**src/rtl/pipelined_adder.sv**
```systemverilog
// Segmented-carry pipelined adder/subtractor with valid/ready handshake.
// The carry chain is cut into SEG_WIDTH-bit slices with one register stage per slice.
// Each stage holds the sum bits already resolved, its carry-out, and the operand bits
// that later stages still need. The tag travels with the beat.
// Every stage can accept a new beat in the same cycle its current beat moves on, so
// bubbles collapse and a stalled consumer leaves up to STAGES beats buffered.
module pipelined_adder #(
  parameter int unsigned DATA_WIDTH = 32,
  parameter int unsigned SEG_WIDTH  = 8,
  parameter int unsigned TAG_WIDTH  = 4
) (
  input  logic                  clk,
  input  logic                  rst,
  input  logic                  in_valid,
  output logic                  in_ready,
  input  logic [DATA_WIDTH-1:0] a,
  input  logic [DATA_WIDTH-1:0] b,
  input  logic                  cin,
  input  logic                  sub,
  input  logic [TAG_WIDTH-1:0]  in_tag,
  output logic                  out_valid,
  input  logic                  out_ready,
  output logic [DATA_WIDTH:0]   sum,
  output logic                  ovf,
  output logic [TAG_WIDTH-1:0]  out_tag
);

  localparam int unsigned Stages = (DATA_WIDTH + SEG_WIDTH - 1) / SEG_WIDTH;
  localparam int unsigned Last   = Stages - 1;

  for (genvar k = 0; k < Stages; k++) begin : g_stage
    // Bit range of the sum resolved by this stage; the top slice may be narrower.
    localparam int unsigned Lo = k * SEG_WIDTH;
    localparam int unsigned Hi = (Lo + SEG_WIDTH > DATA_WIDTH) ? DATA_WIDTH : Lo + SEG_WIDTH;
    localparam int unsigned W  = Hi - Lo;

    // Beat arriving from upstream (primary inputs for stage 0).
    logic                  src_valid;
    logic                  src_carry;
    logic [DATA_WIDTH-1:Lo] src_a;
    logic [DATA_WIDTH-1:Lo] src_bx;  // b, already inverted for subtract
    logic [TAG_WIDTH-1:0]  src_tag;

    logic [W:0]            seg_res;
    logic [Hi-1:0]         sum_d;
    logic                  next_ready;
    logic                  ready;

    logic                  valid_q;
    logic                  carry_q;
    logic [Hi-1:0]         sum_q;
    logic [TAG_WIDTH-1:0]  tag_q;

    if (k == 0) begin : g_src
      // Subtract is a + ~b + ~cin: invert b and the incoming borrow once, up front.
      assign src_valid = in_valid;
      assign src_a     = a;
      assign src_bx    = b ^ {DATA_WIDTH{sub}};
      assign src_carry = cin ^ sub;
      assign src_tag   = in_tag;
      assign sum_d     = seg_res[W-1:0];
    end else begin : g_src
      assign src_valid = g_stage[k-1].valid_q;
      assign src_a     = g_stage[k-1].g_ops.a_q;
      assign src_bx    = g_stage[k-1].g_ops.bx_q;
      assign src_carry = g_stage[k-1].carry_q;
      assign src_tag   = g_stage[k-1].tag_q;
      assign sum_d     = {seg_res[W-1:0], g_stage[k-1].sum_q};
    end

    // One slice of the carry chain, fed by the registered carry of the previous slice.
    assign seg_res = {1'b0, src_a[Hi-1:Lo]} + {1'b0, src_bx[Hi-1:Lo]} + {{W{1'b0}}, src_carry};

    if (k == Last) begin : g_next
      assign next_ready = out_ready;
    end else begin : g_next
      assign next_ready = g_stage[k+1].ready;
    end

    // Load when empty or when the current beat moves on this cycle.
    assign ready = !valid_q || next_ready;

    // Stage register; payload only captured for real beats so a stalled or idle
    // stage keeps its contents steady.
    always_ff @(posedge clk or posedge rst) begin
      if (rst) begin
        valid_q <= 1'b0;
        carry_q <= 1'b0;
        sum_q   <= '0;
        tag_q   <= '0;
      end else if (ready) begin
        valid_q <= src_valid;
        if (src_valid) begin
          carry_q <= seg_res[W];
          sum_q   <= sum_d;
          tag_q   <= src_tag;
        end
      end
    end

    if (k < Last) begin : g_ops
      // Operand bits not yet consumed by the carry chain.
      logic [DATA_WIDTH-1:Hi] a_q;
      logic [DATA_WIDTH-1:Hi] bx_q;

      // Delay the remaining operand slices alongside the beat.
      always_ff @(posedge clk or posedge rst) begin
        if (rst) begin
          a_q  <= '0;
          bx_q <= '0;
        end else if (ready && src_valid) begin
          a_q  <= src_a[DATA_WIDTH-1:Hi];
          bx_q <= src_bx[DATA_WIDTH-1:Hi];
        end
      end
    end else begin : g_tail
      logic ovf_d;
      logic ovf_q;

      // Signed overflow: operands agree in sign but the result does not.
      assign ovf_d = (src_a[DATA_WIDTH-1] == src_bx[DATA_WIDTH-1]) &&
                     (seg_res[W-1] != src_a[DATA_WIDTH-1]);

      // Overflow flag registered with the final sum slice.
      always_ff @(posedge clk or posedge rst) begin
        if (rst) begin
          ovf_q <= 1'b0;
        end else if (ready && src_valid) begin
          ovf_q <= ovf_d;
        end
      end
    end
  end

  assign in_ready  = g_stage[0].ready;
  assign out_valid = g_stage[Last].valid_q;
  assign sum       = {g_stage[Last].carry_q, g_stage[Last].sum_q};
  assign ovf       = g_stage[Last].g_tail.ovf_q;
  assign out_tag   = g_stage[Last].tag_q;

endmodule

```
**config.mk**
```make
export PLATFORM = sky130hd
export DESIGN_NAME = pipelined_adder
export DESIGN_NICKNAME = d
export VERILOG_FILES = /design/src/rtl/pipelined_adder.sv
export SDC_FILE = /design/constraint.sdc
export NUM_CORES = 1
export LEC_CHECK = 0
export ABC_CLOCK_PERIOD_IN_PS = 9700
export BUFFER_PORTS_ARGS = -buffer_cell sky130_fd_sc_hd__buf_2
export CAP_MARGIN = 15
export CORE_UTILIZATION = 40
export CTS_CLUSTER_DIAMETER = 50
export CTS_CLUSTER_SIZE = 25
export DETAILED_ROUTE_END_ITERATION = 12
export SYNTH_ARGS = -nofsm -noshare
export SYNTH_HDL_FRONTEND = slang
export SYNTH_SLANG_ARGS = --single-unit
```
**constraint.sdc**
```tcl
create_clock -name clk -period 9.7 [get_ports clk]
set_input_delay 2.91 -clock clk [delete_from_list [all_inputs] [get_ports clk]]
set_output_delay 2.91 -clock clk [all_outputs]
set_load 0.1 [all_outputs]
```
==> results of run 1 <==
area by class of cell:
type                    instances  area [µm²]
repair buffers                120       618.1
fillers                      2164       11880
inverters                      22       90.09
well taps                     313       391.6
flip-flops and latches        201        5030
multi-input cells             595        4029
clock inverters                11       127.6
clock buffers                  27       610.6
synthesized netlist by cell type, types with 2 or more instances:
| library cell | n | share of area |
|---|---|---|
| sky130_fd_sc_hd__o311ai_0 | 4 | 0.0038 |
| sky130_fd_sc_hd__o31ai_1 | 6 | 0.0048 |
| sky130_fd_sc_hd__mux2_2 | 84 | 0.10 |
| sky130_fd_sc_hd__nor2_1 | 15 | 0.0060 |
| sky130_fd_sc_hd__o31a_1 | 4 | 0.0038 |
| sky130_fd_sc_hd__buf_2 | 20 | 0.011 |
| sky130_fd_sc_hd__o311a_1 | 4 | 0.0043 |
| sky130_fd_sc_hd__nor2b_1 | 4 | 0.0027 |
| sky130_fd_sc_hd__a21oi_1 | 12 | 0.0064 |
| sky130_fd_sc_hd__clkbuf_1 | 4 | 0.0016 |
| sky130_fd_sc_hd__nor3_1 | 8 | 0.0043 |
| sky130_fd_sc_hd__o21ai_0 | 50 | 0.027 |
| sky130_fd_sc_hd__o21a_1 | 2 | 0.0016 |
| sky130_fd_sc_hd__and3b_1 | 2 | 0.0019 |
| sky130_fd_sc_hd__a2111oi_0 | 2 | 0.0019 |
| sky130_fd_sc_hd__ha_1 | 28 | 0.038 |
| sky130_fd_sc_hd__o41a_1 | 2 | 0.0024 |
| sky130_fd_sc_hd__nand2_1 | 239 | 0.096 |
| sky130_fd_sc_hd__nand2b_1 | 5 | 0.0034 |
| sky130_fd_sc_hd__a21o_1 | 6 | 0.0048 |
| sky130_fd_sc_hd__clkbuf_2 | 2 | 0.0011 |
| sky130_fd_sc_hd__mux2i_1 | 2 | 0.0021 |
| sky130_fd_sc_hd__fa_1 | 8 | 0.017 |
| sky130_fd_sc_hd__o211ai_1 | 11 | 0.0088 |
| sky130_fd_sc_hd__nand4_1 | 6 | 0.0040 |
| sky130_fd_sc_hd__xor2_1 | 11 | 0.010 |
| sky130_fd_sc_hd__dfrtp_1 | 201 | 0.54 |
| sky130_fd_sc_hd__a211oi_1 | 11 | 0.0088 |
| sky130_fd_sc_hd__a21oi_2 | 2 | 0.0019 |
| sky130_fd_sc_hd__buf_4 | 11 | 0.0088 |
| sky130_fd_sc_hd__nand4b_1 | 2 | 0.0019 |
| sky130_fd_sc_hd__xnor2_1 | 31 | 0.029 |
| sky130_fd_sc_hd__inv_1 | 22 | 0.0088 |
| sky130_fd_sc_hd__a2111o_1 | 7 | 0.0084 |
| sky130_fd_sc_hd__o21bai_1 | 5 | 0.0040 |
| sky130_fd_sc_hd__a31oi_1 | 2 | 0.0013 |
| sky130_fd_sc_hd__or2_2 | 3 | 0.0020 |
| sky130_fd_sc_hd__nand3_1 | 4 | 0.0021 |
state kept, by name, indices dropped and copies added (netlist names):
register            cells
g_stage.sum_q          80
g_stage.valid_q         3
ovf                     1
g_stage.g_ops.a_q      48
g_stage.tag_q          12
g_stage.g_ops.bx_q     48
g_stage.carry_q         4
out_tag                 4
out_valid               1
metrics by stage:
stage               utilization  setup slack [ns]  hold slack [ns]
floorplan                     -             1.308           0.4294
global placement         0.4460             2.823           0.4480
detailed placement       0.4460             2.838           0.4522
CTS                      0.4784             2.827           0.4623
global route             0.4784             2.750           0.4698
finish                   0.4784             2.806           0.4585
where the power goes:
| part | internal, mW | switching [mW] |
|---|---|---|
| logic | 0.437 | 0.999 |
| clock network | 0.485 | 0.345 |
| registers | 1.12 | 0.159 |
| total | 2.04 | 1.50 |
how the worst max path moves through the flow:
stage | slack, ns | end | depth (start not counted) | start
finish | 2.81 | in_ready | 4 | out_ready
global route | 2.75 | in_ready | 4 | out_ready
detailed placement | 2.84 | in_ready | 4 | out_ready
CTS | 2.83 | in_ready | 4 | out_ready
global placement | 2.82 | in_ready | 4 | out_ready
floorplan | 1.31 | g_stage[0].carry_q$_DFFE_PP0P_ | 1 | rst
cells by family after synthesis:
kind of cell | share of synthesized area
xor+xnor | 0.03942
flops | 0.5390
simple gates | 0.1334
mux | 0.1035
buf+inv | 0.03111
compound gates | 0.09882
fa+ha+maj | 0.05471
worst register-to-register path, cell delays in order, from the launching register on:
cell and delay [ns]:
sky130_fd_sc_hd__dfrtp_1 0.55, sky130_fd_sc_hd__nand4b_4 0.27, sky130_fd_sc_hd__o21ai_4 0.81, sky130_fd_sc_hd__buf_4 0.57
sky130_fd_sc_hd__o21ai_0 0.19
routing by layer:
| metal | track usage | vias up |
|---|---|---|
| li1 | - | 3150 |
| met2 | 0.2700 | 96 |
| met3 | 0.02298 | 23 |
| met4 | 0.04196 | 0 |
| met5 | 0 | - |
| met1 | 0.2209 | 2956 |
==> metrics.md, run 1 <==
| Metric | Value |
|---|---|
| Number of antenna violations at the first check in global routing | `0` |
| Final instance area | `about 11000 µm²` |
| Most frequent cells in the layout | `sky130_fd_sc_hd__nand2_1 (239), sky130_fd_sc_hd__dfrtp_1 (201), sky130_fd_sc_hd__buf_2 (113)` |
| Hold worst-path end | `g_stage[3].sum_q[13]$_DFFE_PP0P_` |
| Area grow syn2layout | `16.77%` |
| Upper clock frequency limit | `around 150 MHz` |
| Non-filler instance count after layout | `between 1000 and 1500` |
| Type of destination of the critical path | `primary output` |
| Final hold violations | `0` |
| Worst hold path stage count | `2` |
| Warnings, synthesis | `0` |
| Startpoint of the most critical register-to-register path | `g_stage[2].valid_q$_DFFE_PP0P_` |
| Worst hold path class | `reg -> reg` |
| Final Slew Violations | `0` |
| CP Data Arrival Time | `3.98 ns` |
| FFs w/ async S/R, synth | `1.000` |
| Average routed wire per standard cell | `between 10 and 15 µm` |
| Std-Cell Rows | `55` |
| Die width | `about 150 µm` |
| Uppermost metal layer occupied by signal nets | `met4` |
| Share of the clock period used by the worst path after layout | `0.7108` |
| Cell repeated most along the worst path | `sky130_fd_sc_hd__buf_2` |
| Via/cell ratio | `4.829` |
| Area of the die | `between 20000 and 25000 µm²` |
| Total number of nets in the final design | `between 1000 and 1500` |
| Pre-Repair DR Iteration Count | `4` |
| CTS Root Buffer Type | `sky130_fd_sc_hd__clkbuf_16` |
| DRC | `0` |
| Number of nets in the synthesized netlist | `965` |
| Pin slew with the least headroom to its limit | `~1.0 ns` |
| Number of buffers added by the clock tree synthesis step | `22` |
| Fraction of the yosys area taken by sequential cells | `0.5390` |
| Latest clock arrival within the worst-skew pair | `roughly 0.5 ns` |
| Drt first-iter violations | `~310` |
| Final estimated routing congestion in global placement | `approximately 0.75` |
| Setup Skew | `0.01152 ns` |
| Type of the worst setup path | `in -> out` |
| Total power density per cell area | `between 300 and 400 nW/µm²` |
| Total routing resource utilization after global routing | `0.1616` |
| Final setup vio count | `0` |
| Cell Count Post-Placement | `roughly 1300` |
| Post-Synthesis Cell Area | `9331 µm²` |
| Die height | `~150 µm` |
| WL met2 | `8701 µm` |
| Post-synth EDFFs | `0` |
| Deepest level of the CTS H-tree | `1` |
| Maximum number of pins on one net before global-route repair | `132` |
| Primary flip-flop cell chosen by synthesis mapping | `sky130_fd_sc_hd__dfrtp_1` |
| Port Buffers | `113` |
| Wire length of the first global-routing pass | `about 31000 µm` |
| Most frequent standard cell in the layout excluding fill and tap cells | `sky130_fd_sc_hd__nand2_1` |
| Total of hold buffers inserted after clock tree synthesis | `0` |
| Antenna cells | `0` |
| Worst endpoint required time | `between 6 and 7 ns` |
| Setup Total Neg Slack | `0 ns` |
| Slowest cell on the critical path | `sky130_fd_sc_hd__and4b_1` |
| Core outline area | `approximately 23000 µm²` |
| TritonCTS clock tree | `yes` |
| Worst path cell trace | `buf_2 > and4b_1 > nand2_1 > buf_2` |
| Cell class contributing the biggest share of worst-path delay | `simple AND/OR/NAND/NOR gates` |
| Worst Reg-to-Reg Cells | `4` |
| Total power after layout | `~3.5 mW` |
| Post-CTS Setup Bufs | `0` |
| Unique cell type count in the Yosys netlist | `51` |
| Post-Syn Instances | `~860` |
| Boundary Pins | `between 100 and 150` |
| Maximum count of clock buffers along a single path | `3` |
| Clock Sinks | `around 200` |
| Number of instances resized during post-cts repair | `0` |
| Number of vias after detailed routing | `just over 6000` |
| Worst R2R Setup Slack | `7.16 ns` |
| Setup repair after global routing missed its margin | `no` |
| CP startpoint kind | `input pin` |
| Largest stage delay on the critical path | `between 0.5 and 0.6 ns` |
| Worst rel slew slack | `0.3321` |
| HPWL reported at the end of detailed placement | `between 10000 and 15000 µm` |
| Mean Syn Cell Area | `10.91 µm²` |
| Layout cells sized above 1 | `0.2582` |
| Placement Cell Area | `around 10000 µm²` |
| Run status | `finished clean` |
| Start point of the worst min-delay path | `g_stage[2].sum_q[13]$_DFFE_PP0P_` |
| Critical path fanouts, max | `5` |
| Routed length on met1 | `about 9000 µm` |
| Final critical delay including setup and external delays | `6.894 ns` |
| Flip-flop and latch count after synthesis | `approximately 200` |
| Static leakage power | `approximately 5.2 nW` |
| Sum of buffers and inverters on the critical path | `2` |
| Endpoint of the lowest-slack register-to-register path | `g_stage[0].g_ops.bx_q[18]$_DFFE_PP0P_` |
| Peak ir drop on the vdd network | `~0.19 mV` |
| Routed length on met3 | `between 600 and 700 µm` |
| Clock transition at the register clock pins on the worst setup and hold paths after CTS | `~0.06 ns` |
| Number of global-route vias before repair | `6137` |
| Effective utilization at floorplan | `0.4097` |
| Routed Wire Length | `18650 µm` |
| Max-cap check violation count | `0` |
| Antenna Nets Post-Route | `0` |
| Leftover overflow at the end of global routing | `0` |
Note: power is estimated with default switching activity, not from simulation.
==> run 2, diff against run 1 <==
ABC_CLOCK_PERIOD_IN_PS = 7000   (was 9700)
clock period = 7 ns   (was 9.7 ns; I/O delays follow)
==> run 2 against run 1 <==
  * Sequential share of layout area down 0.14 points
  * Critical path depth unchanged
  * Sequential power up 38%
  * Final cell count up 0.16%
  * Core utilization up 0.15 points
  * Sequential cell count unchanged
  * Die area unchanged
  * First-iteration DRC count down 31%
  * Clock power up 45%
  * Clock skew about the same
  * Critical path type unchanged
  * Largest power group unchanged
==> metrics.md, run 2 (synthesis gave the netlist of run 1 again) <==
| Metric | Value |
|---|---|
| Run status | `finished clean` |
| Total routing resource utilization after global routing | `0.1613` |
| Worst R2R Setup Slack | `approximately 4.4 ns` |
| Most frequent cells in the layout | `sky130_fd_sc_hd__nand2_1 (239), sky130_fd_sc_hd__dfrtp_1 (201), sky130_fd_sc_hd__buf_2 (113)` |
| Post-CTS Setup Bufs | `0` |
| Maximum number of pins on one net before global-route repair | `between 100 and 150` |
| Hold worst-path end | `g_stage[3].sum_q[6]$_DFFE_PP0P_` |
| Final setup vio count | `0` |
| Type of destination of the critical path | `primary output` |
| Pin slew with the least headroom to its limit | `about 1.0 ns` |
| Area of the die | `23940 µm²` |
| Registers with the most flip-flops | `g_stage.sum_q: 80 flops, g_stage.g_ops.a_q: 48 flops, g_stage.g_ops.bx_q: 48 flops` |
| Layout cells sized above 1 | `0.2577` |
| Worst hold path stage count | `2` |
| Most flops, register | `g_stage.sum_q` |
| Leftover overflow at the end of global routing | `0` |
| Static leakage power | `around 5.2 nW` |
| Upper clock frequency limit | `roughly 190 MHz` |
| Worst endpoint required time | `approximately 5 ns` |
| Area grow syn2layout | `17.14%` |
| Worst Reg-to-Reg Cells | `4` |
| Pre-Repair DR Iteration Count | `4` |
| Wire length of the first global-routing pass | `between 30000 and 40000 µm` |
| Boundary Pins | `about 110` |
| Number of vias after detailed routing | `~6200` |
| Startpoint of the most critical register-to-register path | `g_stage[2].valid_q$_DFFE_PP0P_` |
| Critical path fanouts, max | `5` |
| Final Slew Violations | `0` |
| Via/cell ratio | `roughly 4.8` |
| Number of buffers added by the clock tree synthesis step | `22` |
| Max-cap check violation count | `0` |
| Antenna Nets Post-Route | `0` |
| Share of the clock period used by the worst path after layout | `0.7547` |
| Worst rel slew slack | `0.3318` |
| DRC | `0` |
| Endpoint of the lowest-slack register-to-register path | `g_stage[0].g_ops.bx_q[16]$_DFFE_PP0P_` |
| Number of global-route vias before repair | `roughly 6200` |
| Drt first-iter violations | `between 200 and 250` |
| Peak ir drop on the vdd network | `between 0.15 and 0.2 mV` |
| Number of instances resized during post-cts repair | `0` |
| Type of the worst setup path | `in -> out` |
| Deepest level of the CTS H-tree | `1` |
| Final hold violations | `0` |
| Number of antenna violations at the first check in global routing | `0` |
| Effective utilization at floorplan | `0.4097` |
| Final critical delay including setup and external delays | `around 5.3 ns` |
| Total of hold buffers inserted after clock tree synthesis | `0` |
| Core outline area | `about 23000 µm²` |
| Routed Wire Length | `between 15000 and 20000 µm` |
| Latest clock arrival within the worst-skew pair | `between 0.4 and 0.5 ns` |
| Total power density per cell area | `around 450 nW/µm²` |
| Port Buffers | `about 110` |
| Die width | `around 150 µm` |
| CTS Root Buffer Type | `sky130_fd_sc_hd__clkbuf_16` |
| Setup Skew | `0.01189 ns` |
| Most frequent standard cell in the layout excluding fill and tap cells | `sky130_fd_sc_hd__nand2_1` |
| Std-Cell Rows | `55` |
| Max reg flops | `80` |
| Final estimated routing congestion in global placement | `approximately 0.74` |
| HPWL reported at the end of detailed placement | `~13000 µm` |
| CP Data Arrival Time | `3.18 ns` |
| Antenna cells | `0` |
| Total number of nets in the final design | `~1100` |
| Setup repair after global routing missed its margin | `no` |
| Die height | `154.7 µm` |
| CP startpoint kind | `input pin` |
| Start point of the worst min-delay path | `g_stage[2].sum_q[6]$_DFFE_PP0P_` |
| Setup Total Neg Slack | `0 ns` |
| Clock transition at the register clock pins on the worst setup and hold paths after CTS | `0.06 ns` |
| TritonCTS clock tree | `yes` |
| Final-layout worst hold slack | `0.4592 ns` |
| Clock Sinks | `201` |
| Average routed wire per standard cell | `roughly 14 µm` |
| Maximum count of clock buffers along a single path | `3` |
| Worst hold path class | `reg -> reg` |
run 2: cell types whose count changed in the layout (fill, tap and decap cells not counted), moves of 2 or more:
cell,before,now
sky130_fd_sc_hd__clkinv_4,4,0
sky130_fd_sc_hd__clkinvlp_4,1,3
sky130_fd_sc_hd__clkbuf_8,2,4
sky130_fd_sc_hd__clkbuf_1,2,4
run 2: how the worst max path moves through the flow:
stage / from / endpoint / slack [ns]
final: out_ready / in_ready / 1.72
after global routing: out_ready / in_ready / 1.65
after CTS: out_ready / in_ready / 1.74
after detailed placement: out_ready / in_ready / 1.75
after global placement: out_ready / in_ready / 1.75
after floorplan: out_ready / in_ready / 1.90
run 2: power by group:
| part | internal, mW | total [mW] | switching, mW |
|---|---|---|---|
| Combinational | 0.609 | 1.99 | 1.39 |
| Sequential | 1.56 | 1.77 | 0.215 |
| Clock | 0.726 | 1.20 | 0.470 |
run 2: per-stage QoR:
step	worst slack (ns)	utilization	cells	cell area [µm²]	power, mW
after global routing	1.653	0.4799	1291	10930	5.272
after detailed placement	1.754	0.4464	1251	10170	3.808
after floorplan	1.902	-	855	9335	3.411
final	1.717	0.4799	1291	10930	4.961
after CTS	1.743	0.4799	1291	10930	5.026
after global placement	1.746	0.4464	1251	10170	3.772
run 2: critical path: stages:
cell and delay [ns]:
sky130_fd_sc_hd__buf_2 0.13, sky130_fd_sc_hd__and4b_1 0.50, sky130_fd_sc_hd__nand2_1 0.13, sky130_fd_sc_hd__buf_2 0.32
run 2: final cells by class:
type	count	area (µm²)
Clock buffer	31	645.6
Clock inverter	9	117.6
Fill cell	2183	11850
Inverter	22	86.33
Multi-Input combinational cell	595	4029
Sequential cell	201	5030
Tap cell	313	391.6
Timing Repair Buffer	120	630.6
run 2: routing by layer:
| layer | GRT usage | part of all wire |
|---|---|---|
| met1 | 0.2188 | 0.47 |
| met2 | 0.2698 | 0.47 |
| met3 | 0.02438 | 0.034 |
| met4 | 0.04290 | 0.019 |
| met5 | 0 | 0 |
